`src/rtl/clink_pkg.sv`:
```
// Shared C-link constants and the frame packer state encoding.
// The receive checker uses the same CRC parameters.
package clink_pkg;

  localparam int HDR_LEN     = 8;
  localparam int DEF_MAX_PAY = 2037;
  localparam int DEF_GAP_CYC = 64;

  localparam logic [15:0] CRC_POLY = 16'h1021;
  localparam logic [15:0] CRC_INIT = 16'hFFFF;

  typedef enum logic [2:0] {
    ST_IDLE  = 3'd0,
    ST_HDR   = 3'd1,
    ST_PAY   = 3'd2,
    ST_CRC_H = 3'd3,
    ST_CRC_L = 3'd4,
    ST_START = 3'd5
  } pack_state_e;

endpackage

```
`src/rtl/clink_crc16.sv`:
```
// Byte-wide combinational CRC16-CCITT step (MSB first, no reflection).
module clink_crc16
  import clink_pkg::*;
(
  input  logic [15:0] crc_in,
  input  logic [7:0]  data_byte,
  output logic [15:0] crc_out
);

  // Shift one byte through the polynomial division, MSB first.
  always_comb begin
    crc_out = crc_in ^ {data_byte, 8'h00};
    for (int i = 0; i < 8; i++) begin
      if (crc_out[15]) crc_out = {crc_out[14:0], 1'b0} ^ CRC_POLY;
      else             crc_out = {crc_out[14:0], 1'b0};
    end
  end

endmodule

```
`src/rtl/clink_frame_packer.sv`:
```
// C-link transmit frame builder: header, payload from ch1 TX RAM and CRC16
// written into the link TX buffer, followed by a tx_start pulse.
module clink_frame_packer
  import clink_pkg::*;
#(
  parameter int MAX_PAY = DEF_MAX_PAY,
  parameter int GAP_CYC = DEF_GAP_CYC
) (
  input  logic        sys_clk,
  input  logic        reset,
  input  logic        ini_done,
  input  logic [3:0]  station_id,
  input  logic [3:0]  slot_id,
  input  logic        da_valid,
  input  logic [23:0] ch1_da,
  input  logic [10:0] ch1_pay_len,
  output logic        ch1_txbuf_rden,
  output logic [10:0] ch1_txbuf_raddr,
  input  logic [7:0]  ch1_txbuf_rdata,
  output logic        tx_buf_wren,
  output logic [10:0] tx_buf_waddr,
  output logic [7:0]  tx_buf_wdata,
  output logic [10:0] tx_data_len,
  output logic        tx_start,
  output logic        tx_busy,
  output logic        tx_drop,
  output logic        tx_len_err,
  output logic [15:0] tx_sn
);

  localparam logic [10:0] MAX_PAY_L = 11'(MAX_PAY);
  localparam logic [10:0] HDR_LAST  = 11'(HDR_LEN - 1);
  localparam logic [10:0] FRM_EXTRA = 11'(HDR_LEN + 2);
  localparam logic [15:0] GAP_LOAD  = 16'(GAP_CYC - 1);

  pack_state_e state, state_nxt;
  logic [10:0] cnt;
  logic [23:0] da_r;
  logic [10:0] pay_len_r;
  logic [7:0]  sa_r;
  logic [15:0] crc_r, crc_nxt, sn_r, gap_cnt;
  logic [10:0] data_len_r;
  logic        drop_r, len_err_r;
  logic [7:0]  hdr_byte, crc_byte;
  logic        accept_ok, accept, reject_len;

  assign accept_ok  = (state == ST_IDLE) && (gap_cnt == 16'd0) && ini_done;
  assign reject_len = da_valid && accept_ok && (ch1_pay_len > MAX_PAY_L);
  assign accept     = da_valid && accept_ok && (ch1_pay_len <= MAX_PAY_L);

  // Header byte selected by the running header index.
  always_comb begin
    case (cnt[2:0])
      3'd0:    hdr_byte = da_r[23:16];
      3'd1:    hdr_byte = da_r[15:8];
      3'd2:    hdr_byte = da_r[7:0];
      3'd3:    hdr_byte = sa_r;
      3'd4:    hdr_byte = sn_r[15:8];
      3'd5:    hdr_byte = sn_r[7:0];
      3'd6:    hdr_byte = {5'b00000, pay_len_r[10:8]};
      3'd7:    hdr_byte = pay_len_r[7:0];
      default: hdr_byte = 8'h00;
    endcase
  end

  assign crc_byte = (state == ST_PAY) ? ch1_txbuf_rdata : hdr_byte;

  clink_crc16 u_crc (
    .crc_in   (crc_r),
    .data_byte(crc_byte),
    .crc_out  (crc_nxt)
  );

  // State register.
  always_ff @(posedge sys_clk) begin
    if (reset) state <= ST_IDLE;
    else       state <= state_nxt;
  end

  // Next-state logic; PAY is skipped for empty payloads.
  always_comb begin
    state_nxt = state;
    case (state)
      ST_IDLE: begin
        if (accept) state_nxt = ST_HDR;
        else        state_nxt = ST_IDLE;
      end
      ST_HDR: begin
        if (cnt != HDR_LAST)           state_nxt = ST_HDR;
        else if (pay_len_r == 11'd0)   state_nxt = ST_CRC_H;
        else                           state_nxt = ST_PAY;
      end
      ST_PAY: begin
        if (cnt == pay_len_r - 11'd1) state_nxt = ST_CRC_H;
        else                          state_nxt = ST_PAY;
      end
      ST_CRC_H: state_nxt = ST_CRC_L;
      ST_CRC_L: state_nxt = ST_START;
      ST_START: state_nxt = ST_IDLE;
      default:  state_nxt = ST_IDLE;
    endcase
  end

  // Frame datapath: latched request fields, CRC, SN, gap counter and pulses.
  always_ff @(posedge sys_clk) begin
    if (reset) begin
      cnt        <= 11'd0;
      da_r       <= 24'd0;
      pay_len_r  <= 11'd0;
      sa_r       <= 8'd0;
      crc_r      <= CRC_INIT;
      sn_r       <= 16'd0;
      gap_cnt    <= 16'd0;
      data_len_r <= 11'd0;
      drop_r     <= 1'b0;
      len_err_r  <= 1'b0;
    end else begin
      drop_r    <= da_valid && !accept_ok;
      len_err_r <= reject_len;
      if ((state_nxt == state) && ((state == ST_HDR) || (state == ST_PAY))) cnt <= cnt + 11'd1;
      else                                                                  cnt <= 11'd0;
      if (accept) begin
        da_r      <= ch1_da;
        pay_len_r <= ch1_pay_len;
        sa_r      <= {station_id, slot_id};
        crc_r     <= CRC_INIT;
      end else if ((state == ST_HDR) || (state == ST_PAY)) begin
        crc_r <= crc_nxt;
      end
      if (state == ST_CRC_L) data_len_r <= pay_len_r + FRM_EXTRA;
      // The gap reload on tx_start overrides the decrement.
      if (state == ST_START) begin
        sn_r    <= sn_r + 16'd1;
        gap_cnt <= GAP_LOAD;
      end else if (gap_cnt != 16'd0) begin
        gap_cnt <= gap_cnt - 16'd1;
      end
    end
  end

  // Buffer/RAM strobes; the payload read for byte k+1 overlaps the write of byte k.
  always_comb begin
    tx_buf_wren     = 1'b0;
    tx_buf_waddr    = 11'd0;
    tx_buf_wdata    = 8'h00;
    ch1_txbuf_rden  = 1'b0;
    ch1_txbuf_raddr = 11'd0;
    tx_start        = 1'b0;
    case (state)
      ST_HDR: begin
        tx_buf_wren    = 1'b1;
        tx_buf_waddr   = cnt;
        tx_buf_wdata   = hdr_byte;
        ch1_txbuf_rden = (cnt == HDR_LAST) && (pay_len_r != 11'd0);
      end
      ST_PAY: begin
        tx_buf_wren  = 1'b1;
        tx_buf_waddr = cnt + 11'(HDR_LEN);
        tx_buf_wdata = ch1_txbuf_rdata;
        if (cnt + 11'd1 < pay_len_r) begin
          ch1_txbuf_rden  = 1'b1;
          ch1_txbuf_raddr = cnt + 11'd1;
        end else begin
          ch1_txbuf_rden  = 1'b0;
        end
      end
      ST_CRC_H: begin
        tx_buf_wren  = 1'b1;
        tx_buf_waddr = pay_len_r + 11'(HDR_LEN);
        tx_buf_wdata = crc_r[15:8];
      end
      ST_CRC_L: begin
        tx_buf_wren  = 1'b1;
        tx_buf_waddr = pay_len_r + 11'(HDR_LEN + 1);
        tx_buf_wdata = crc_r[7:0];
      end
      ST_START: tx_start = 1'b1;
      default:  tx_start = 1'b0;
    endcase
  end

  assign tx_busy     = (state != ST_IDLE);
  assign tx_data_len = data_len_r;
  assign tx_sn       = sn_r;
  assign tx_drop     = drop_r;
  assign tx_len_err  = len_err_r;

endmodule
```
`config.mk`:
```
export PLATFORM = sky130hd
export DESIGN_NAME = clink_frame_packer
export DESIGN_NICKNAME = d
export VERILOG_FILES = /design/src/rtl/clink_pkg.sv /design/src/rtl/clink_crc16.sv /design/src/rtl/clink_frame_packer.sv
export SDC_FILE = /design/constraint.sdc
export NUM_CORES = 1
export LEC_CHECK = 0
export ABC_CLOCK_PERIOD_IN_PS = 4900
export BUFFER_PORTS_ARGS = -buffer_cell sky130_fd_sc_hd__buf_2
export CORE_UTILIZATION = 45
export CTS_CLUSTER_DIAMETER = 30
export DETAILED_ROUTE_END_ITERATION = 7
export PLACE_DENSITY_LB_ADDON = 0.3
export SETUP_SLACK_MARGIN = 0.02
export SLEW_MARGIN = 15
export SYNTH_ARGS = -nofsm -noshare
export SYNTH_HDL_FRONTEND = slang
export SYNTH_SLANG_ARGS = --single-unit
export TNS_END_PERCENT = 50
```
`constraint.sdc`:
```
create_clock -name sys_clk -period 4.9 [get_ports sys_clk]
set_input_delay 0.49 -clock sys_clk [delete_from_list [all_inputs] [get_ports sys_clk]]
set_output_delay 0.49 -clock sys_clk [all_outputs]
set_load 0.1 [all_outputs]
```
# Word-level counts from Yosys, hierarchy flattened
# Cells that the tools add are included.
[totals] register_bits=118 in_bits=55 out_inout_bits=63 elab_cells=96
[classes] n_addsub=8 n_lt_le_gt_ge=3 eq_ne=16 n_mux=25 bitwise=10 reduce_logical=22
[op_table] cell="2-to-1 mux 13 bit" count=8
[op_table] cell="case mux 8 bit (8 select lines)" count=1
[op_table] cell="adder 11 x 4 -> 11 bit (second input constant)" count=4
[op_table] cell="case mux 11 bit (4 select lines)" count=1
[op_table] cell="case mux 8 bit (4 select lines)" count=1
[op_table] cell="inverter 3 bit" count=8
[op_table] cell="2-to-1 mux 11 bit" count=2
[op_table] cell="== test 3 bit (second input constant)" count=6
[op_table] cell="adder 16 x 1 -> 16 bit (second input constant)" count=1
[op_table] cell="zero test 16 bit" count=1
[op_table] cell="nonzero test 16 bit" count=1
[op_table] cell="subtractor 16 x 1 -> 16 bit (second input constant)" count=1
[op_table] cell="XOR 16 bit" count=1
[op_table] cell="case mux 3 bit (5 select lines)" count=1
[op_table] cell="== test 3 x 2 -> 1 bit (second input constant)" count=4
[op_table] cell="2-to-1 mux 6 bit" count=2
[op_table] cell="adder 11 x 1 -> 11 bit (second input constant)" count=1
[op_table] cell="== test 11 bit" count=1
[op_table] cell="== test 11 x 3 -> 1 bit (second input constant)" count=1
[op_table] cell="greater-than comparator 11 bit (second input constant)" count=1
[op_table] cell="<= comparator 11 bit (second input constant)" count=1
[op_table] cell="zero test 11 bit" count=1
[op_table] cell="less-than comparator 11 bit" count=1
[op_table] cell="inequality test 11 x 3 -> 1 bit (second input constant)" count=1
[op_table] cell="other kinds (17)" count=33

# Depth between registers and ports, before layout
[logic_depth] word_depth=20 ltp_mapped=14 ltp_nobuf=12

# Cells and area by module
# From an unflattened synthesis, not the netlist that was laid out.
[unflattened] hier_cells=918 hier_area_um2=7200.7
[by_module_without_submodules] mod="clink_frame_packer" instances=1 cells_per_inst=893 area_per_inst_um2=6805.3 seq_area_each_um2=2362.3
[by_module_without_submodules] mod="clink_crc16" instances=1 cells_per_inst=25 area_per_inst_um2=395.4 seq_area_each_um2=0.0

# Worst setup path after synthesis
# No wires, ideal clock.
[synth_path] kind="register to output" start="reg cnt[2]" end="out ch1_txbuf_raddr[0]" arrival_time_ns=4.627 required_ns=4.410 path_slack_ns=-0.217 path_stages_with_launch=13 n_path_buf=3 cell_sequence="dfxtp_1 > clkbuf_1 > buf_1 > nand3_1 > nor3_1 > nand3_1 > xnor2_1 > inv_1 > ha_1 > a211oi_1 > o21ai_0 > clkbuf_1 > nor3_1"
[synth_between] elab_chain_cells=4
[synth_rtl] element="start: declaration" line="clink_frame_packer.sv:37" text="logic [10:0] cnt;"
[synth_rtl] element="start signal: assignment" line="clink_frame_packer.sv:120" text="if ((state_nxt == state) && ((state == ST_HDR) || (state == ST_PAY))) cnt <= cnt + 11'd1;"
[synth_rtl] element="adder 11 x 1 -> 11 bit" line="clink_frame_packer.sv:160" text="if (cnt + 11'd1 < pay_len_r) begin"
[synth_rtl] element="less-than comparator 11 bit" line="clink_frame_packer.sv:160"
[synth_rtl] element="2-to-1 mux 11 bit" line="clink_frame_packer.sv:160"
[synth_rtl] element="2-to-1 mux 11 bit" line="clink_frame_packer.sv:149" text="case (state)"
[synth_rtl] element="end: declaration" line="clink_frame_packer.sv:18" text="output logic [10:0] ch1_txbuf_raddr,"
# Every way passes these cells.

# Worst setup path after layout
[layout_path] start="reg cnt[2]" end="out tx_buf_wdata[2]"
[layout_between] elab_chain_cells=3 elab_cells_between_ends=10 classes_between="7 x eq/ne; 2 x mux; 1 x reduce/logical"
[layout_rtl] element="== test 3 bit, or another cell as far along" line="clink_frame_packer.sv:53" text="case (cnt[2:0])"
[layout_rtl] element="case mux 8 bit (8 select lines) *" line="clink_frame_packer.sv:53"
[layout_rtl] element="case mux 8 bit (4 select lines) *" line="clink_frame_packer.sv:149"
[layout_rtl] element="end: declaration" line="clink_frame_packer.sv:22" text="output logic [7:0] tx_buf_wdata,"
# Mark *: on every way between the ends. The rest lies on a longest branch, timed or not.

==> flow_summary.yaml <==
die:
  dieWidth_um: 130
  rows: 46
  fp.dieArea_um2: 16900
  fp.coreArea_um2: 15900
  io_pins: 118
  start_util_pct: 46.4
  fp.dieH_um: 130
worst_setup_path:
  cpMaxStageDelayCell: "or4_4"
  end_kind: "output port"
  critPathMaxStageDelay_ns: 0.61
  path_max_fanout: 23
  cp.required_ns: 4.41
  path_class: "reg2out"
  cp_cell_sequence: "buf_4 > inv_1 > ha_1 > or4_4 > or2_1 > a311oi_1 > a21oi_1 > o21ai_0 > buf_2"
  critical_path_arrival_ns: 3.81
  start_kind: "flip-flop"
final_layout:
  diodes: 0
  drive_above_1_share_pct: 17.7
  nNetsFinal: 1131
  final_common_cell: "nand2_1"
  design_area_um2: 8610
  fin_util_pct: 54.0
  final_cell_mix: "145 x nand2_1, 118 x dfxtp_1, 117 x buf_2, 88 x nor2_1, 85 x a21oi_1"
  layout-area-overhead-vs-synth_pct: 16.4
global_route:
  grt_pass1_vias: 6299
  grtUsageTotal_pct: 26.6
  grt_max_degree: 85
  grt_pass1_wl_um: 34200
  antenna_found_initial: 0
  grt_overflow: 0
route:
  drt_iter0_drc: 803
  drt_pass1_iterations: 5
  drc: 0
  via_per_inst: 5.77
  routedWlPerCell_um: 17.2
  wirelength_um: 22000
  antenna_left: 0
  vias: 7388
clocking:
  postCtsSetupRepairBufs: 0
  path_clk_slew_ns: 0.06
  htreeDepth: 4
  cts_root_buf: "clkbuf_16"
  cts_tree: "done"
  cts_buffers: 17
  clock_sink_count: 118
  clk_path_buf_depth: 2
  clkLatencyLatePin_ns: 0.43
  holdBufCountCts: 0
  post_cts_resized: 0
sta:
  finalHoldViolCount: 0
  rsz0062_at_grt: "no"
  max_freq_ghz: 0.232
  relSlewSlack_pct: 29.8
  worst_slew_pin_slew_ns: 1.05
  finalCritPeriodShare_pct: 87.8
  setup_tns_ns: 0
  fin_crit_ns: 4.30
  setup_viol: 0
  drv_slew: 0
  finClkSkew_ns: 0.00602
synth:
  synth-adder-area-share_pct: 4.06
  synth-seq-cells: 118
  yosys.area.top_type: "dfxtp_1"
  netlist_instances: 980
  synth_top_area_share_pct: 32.0
  synth_top_family_by_area: "simple AND/OR/NAND/NOR gates"
  async_reset_ff_share_pct: 0
  ys_warn_count: 0
  synth_cell_type_count: 68
  seq_area_frac_synth_pct: 32.0
  synth_xor_area_share_pct: 9.58
  yosys.area_share.simple_pct: 25.6
  synth_compound_area_share_pct: 20.8
  synth_area_leaders: "dfxtp_1 32%, nand2_1 7.4%, xnor2_1 6.3%"
  syn_nets: 1059
  synthMuxAreaShare_pct: 2.39
  synth_edf_count: 0
  syn_area_um2: 7390
  syn_area_per_cell_um2: 7.54
  ys.flop_type: "dfxtp_1"
power_and_ir_drop:
  p_leak_nw: 3.33
  power_mw: 3.17
  ir_worst_vdd_mv: 0.269
  powerDensity_nw_per_um2: 368
outcome:
  status: "finished clean"
placed_design:
  dp.final_hpwl_um: 15600
  port_buffers: 117
  dpl_cell_area_um2: 8030
  gp_congestion: 0.915
min_path:
  hold_path.class: "in2reg"
flow_run:
  cap_violations: 0
-- power by group --
| part | switching (mW) | internal (mW) |
|---|---|---|
| logic | 0.485 | 0.329 |
| registers | 0.108 | 1.05 |
| clock network | 0.483 | 0.712 |
| total | 1.08 | 2.09 |
-- layout make-up --
type	instances	area, µm²
Timing Repair Buffer	127	661
Multi-Input combinational cell	756	4620
Sequential cell	118	2360
Fill cell	1537	7340
Clock buffer	18	439
Inverter	32	120
Clock inverter	14	129
Tap cell	216	270
-- critical path: cells and delay by family, from the launching register on --
kind / cells / cell delay, ns
flops: 1 / 0.30
fa+ha+maj: 1 / 0.36
buf+inv: 3 / 0.91
simple gates: 2 / 1.06
compound gates: 3 / 0.74
-- cells by family (layout without fill, tap and decap cells) --
group / count (synthesis) / after routing
AOI/OAI and AO/OA: 237 / 237
muxes: 16 / 16
and+or+nand+nor: 399 / 399
buffers and inverters: 106 / 191
adders and majority gates: 24 / 24
DFF: 118 / 118
xor gates and xnor gates: 80 / 80
-- through the flow --
step	setup slack [ns]	hold WS (ns)	instances
after floorplan	-0.217	0.432	980
after global placement	0.819	0.438	1249
after detailed placement	0.737	0.444	1249
after CTS	0.263	0.250	1281
after global routing	0.313	0.263	1281
final	0.597	0.262	1281
-- Yosys cell counts, types with 4 or more instances --
master and number:
nand2_1 145, dfxtp_1 118, nor2_1 89, a21oi_1 85, clkbuf_1 64, xnor2_1 53, nand3_1 41, o21ai_0 38
inv_1 31, xor2_1 26, ha_1 24, nor3_1 24, or3_1 20, a211oi_1 13, mux2_2 13, a22o_1 10
and2_1 10, o21ai_1 10, o22ai_1 10, a22oi_1 9, and3_1 9, nor4_1 9, and4_1 8, nand4_1 8
a221oi_1 7, a32oi_1 7, a311oi_1 6, buf_1 5, nand2b_1 5, nor2b_1 5, o211ai_1 5, o311ai_1 5
or4_1 5, nand3b_1 4, nor3b_1 4, o21a_1 4, o31ai_1 4, or2_2 4
-- worst paths after layout --
path	start	cells after the start	end	slack [ns]
hold / removal	ini_done	2	tx_drop	0.26
setup / recovery	cnt[2]	9	tx_buf_wdata[2]	0.60
hold reg to reg	tx_data_len[3]	2	tx_data_len[3]	0.45
setup reg to reg	cnt[2]	10	crc_r[12]	1.14
-- routing by layer --
layer  GRT usage, %  part of all wire [%]  vias to the layer above
met3           6.64                   9.4                       48
met2           37.8                    42                      335
met1           38.0                    46                     3376
met5              0                     0                        -
met4           10.4                   2.3                        0
li1               -                     -                     3629
-- flip-flops by register name, summed over array words and instances, names as in the netlist --
register / cells
sa_r: 8
tx_drop: 1
crc_r: 16
tx_sn: 16
tx_data_len: 11
state: 3
cnt: 11
tx_len_err: 1
da_r: 24
gap_cnt: 16
pay_len_r: 11
(Power assumes the default switching activity.)
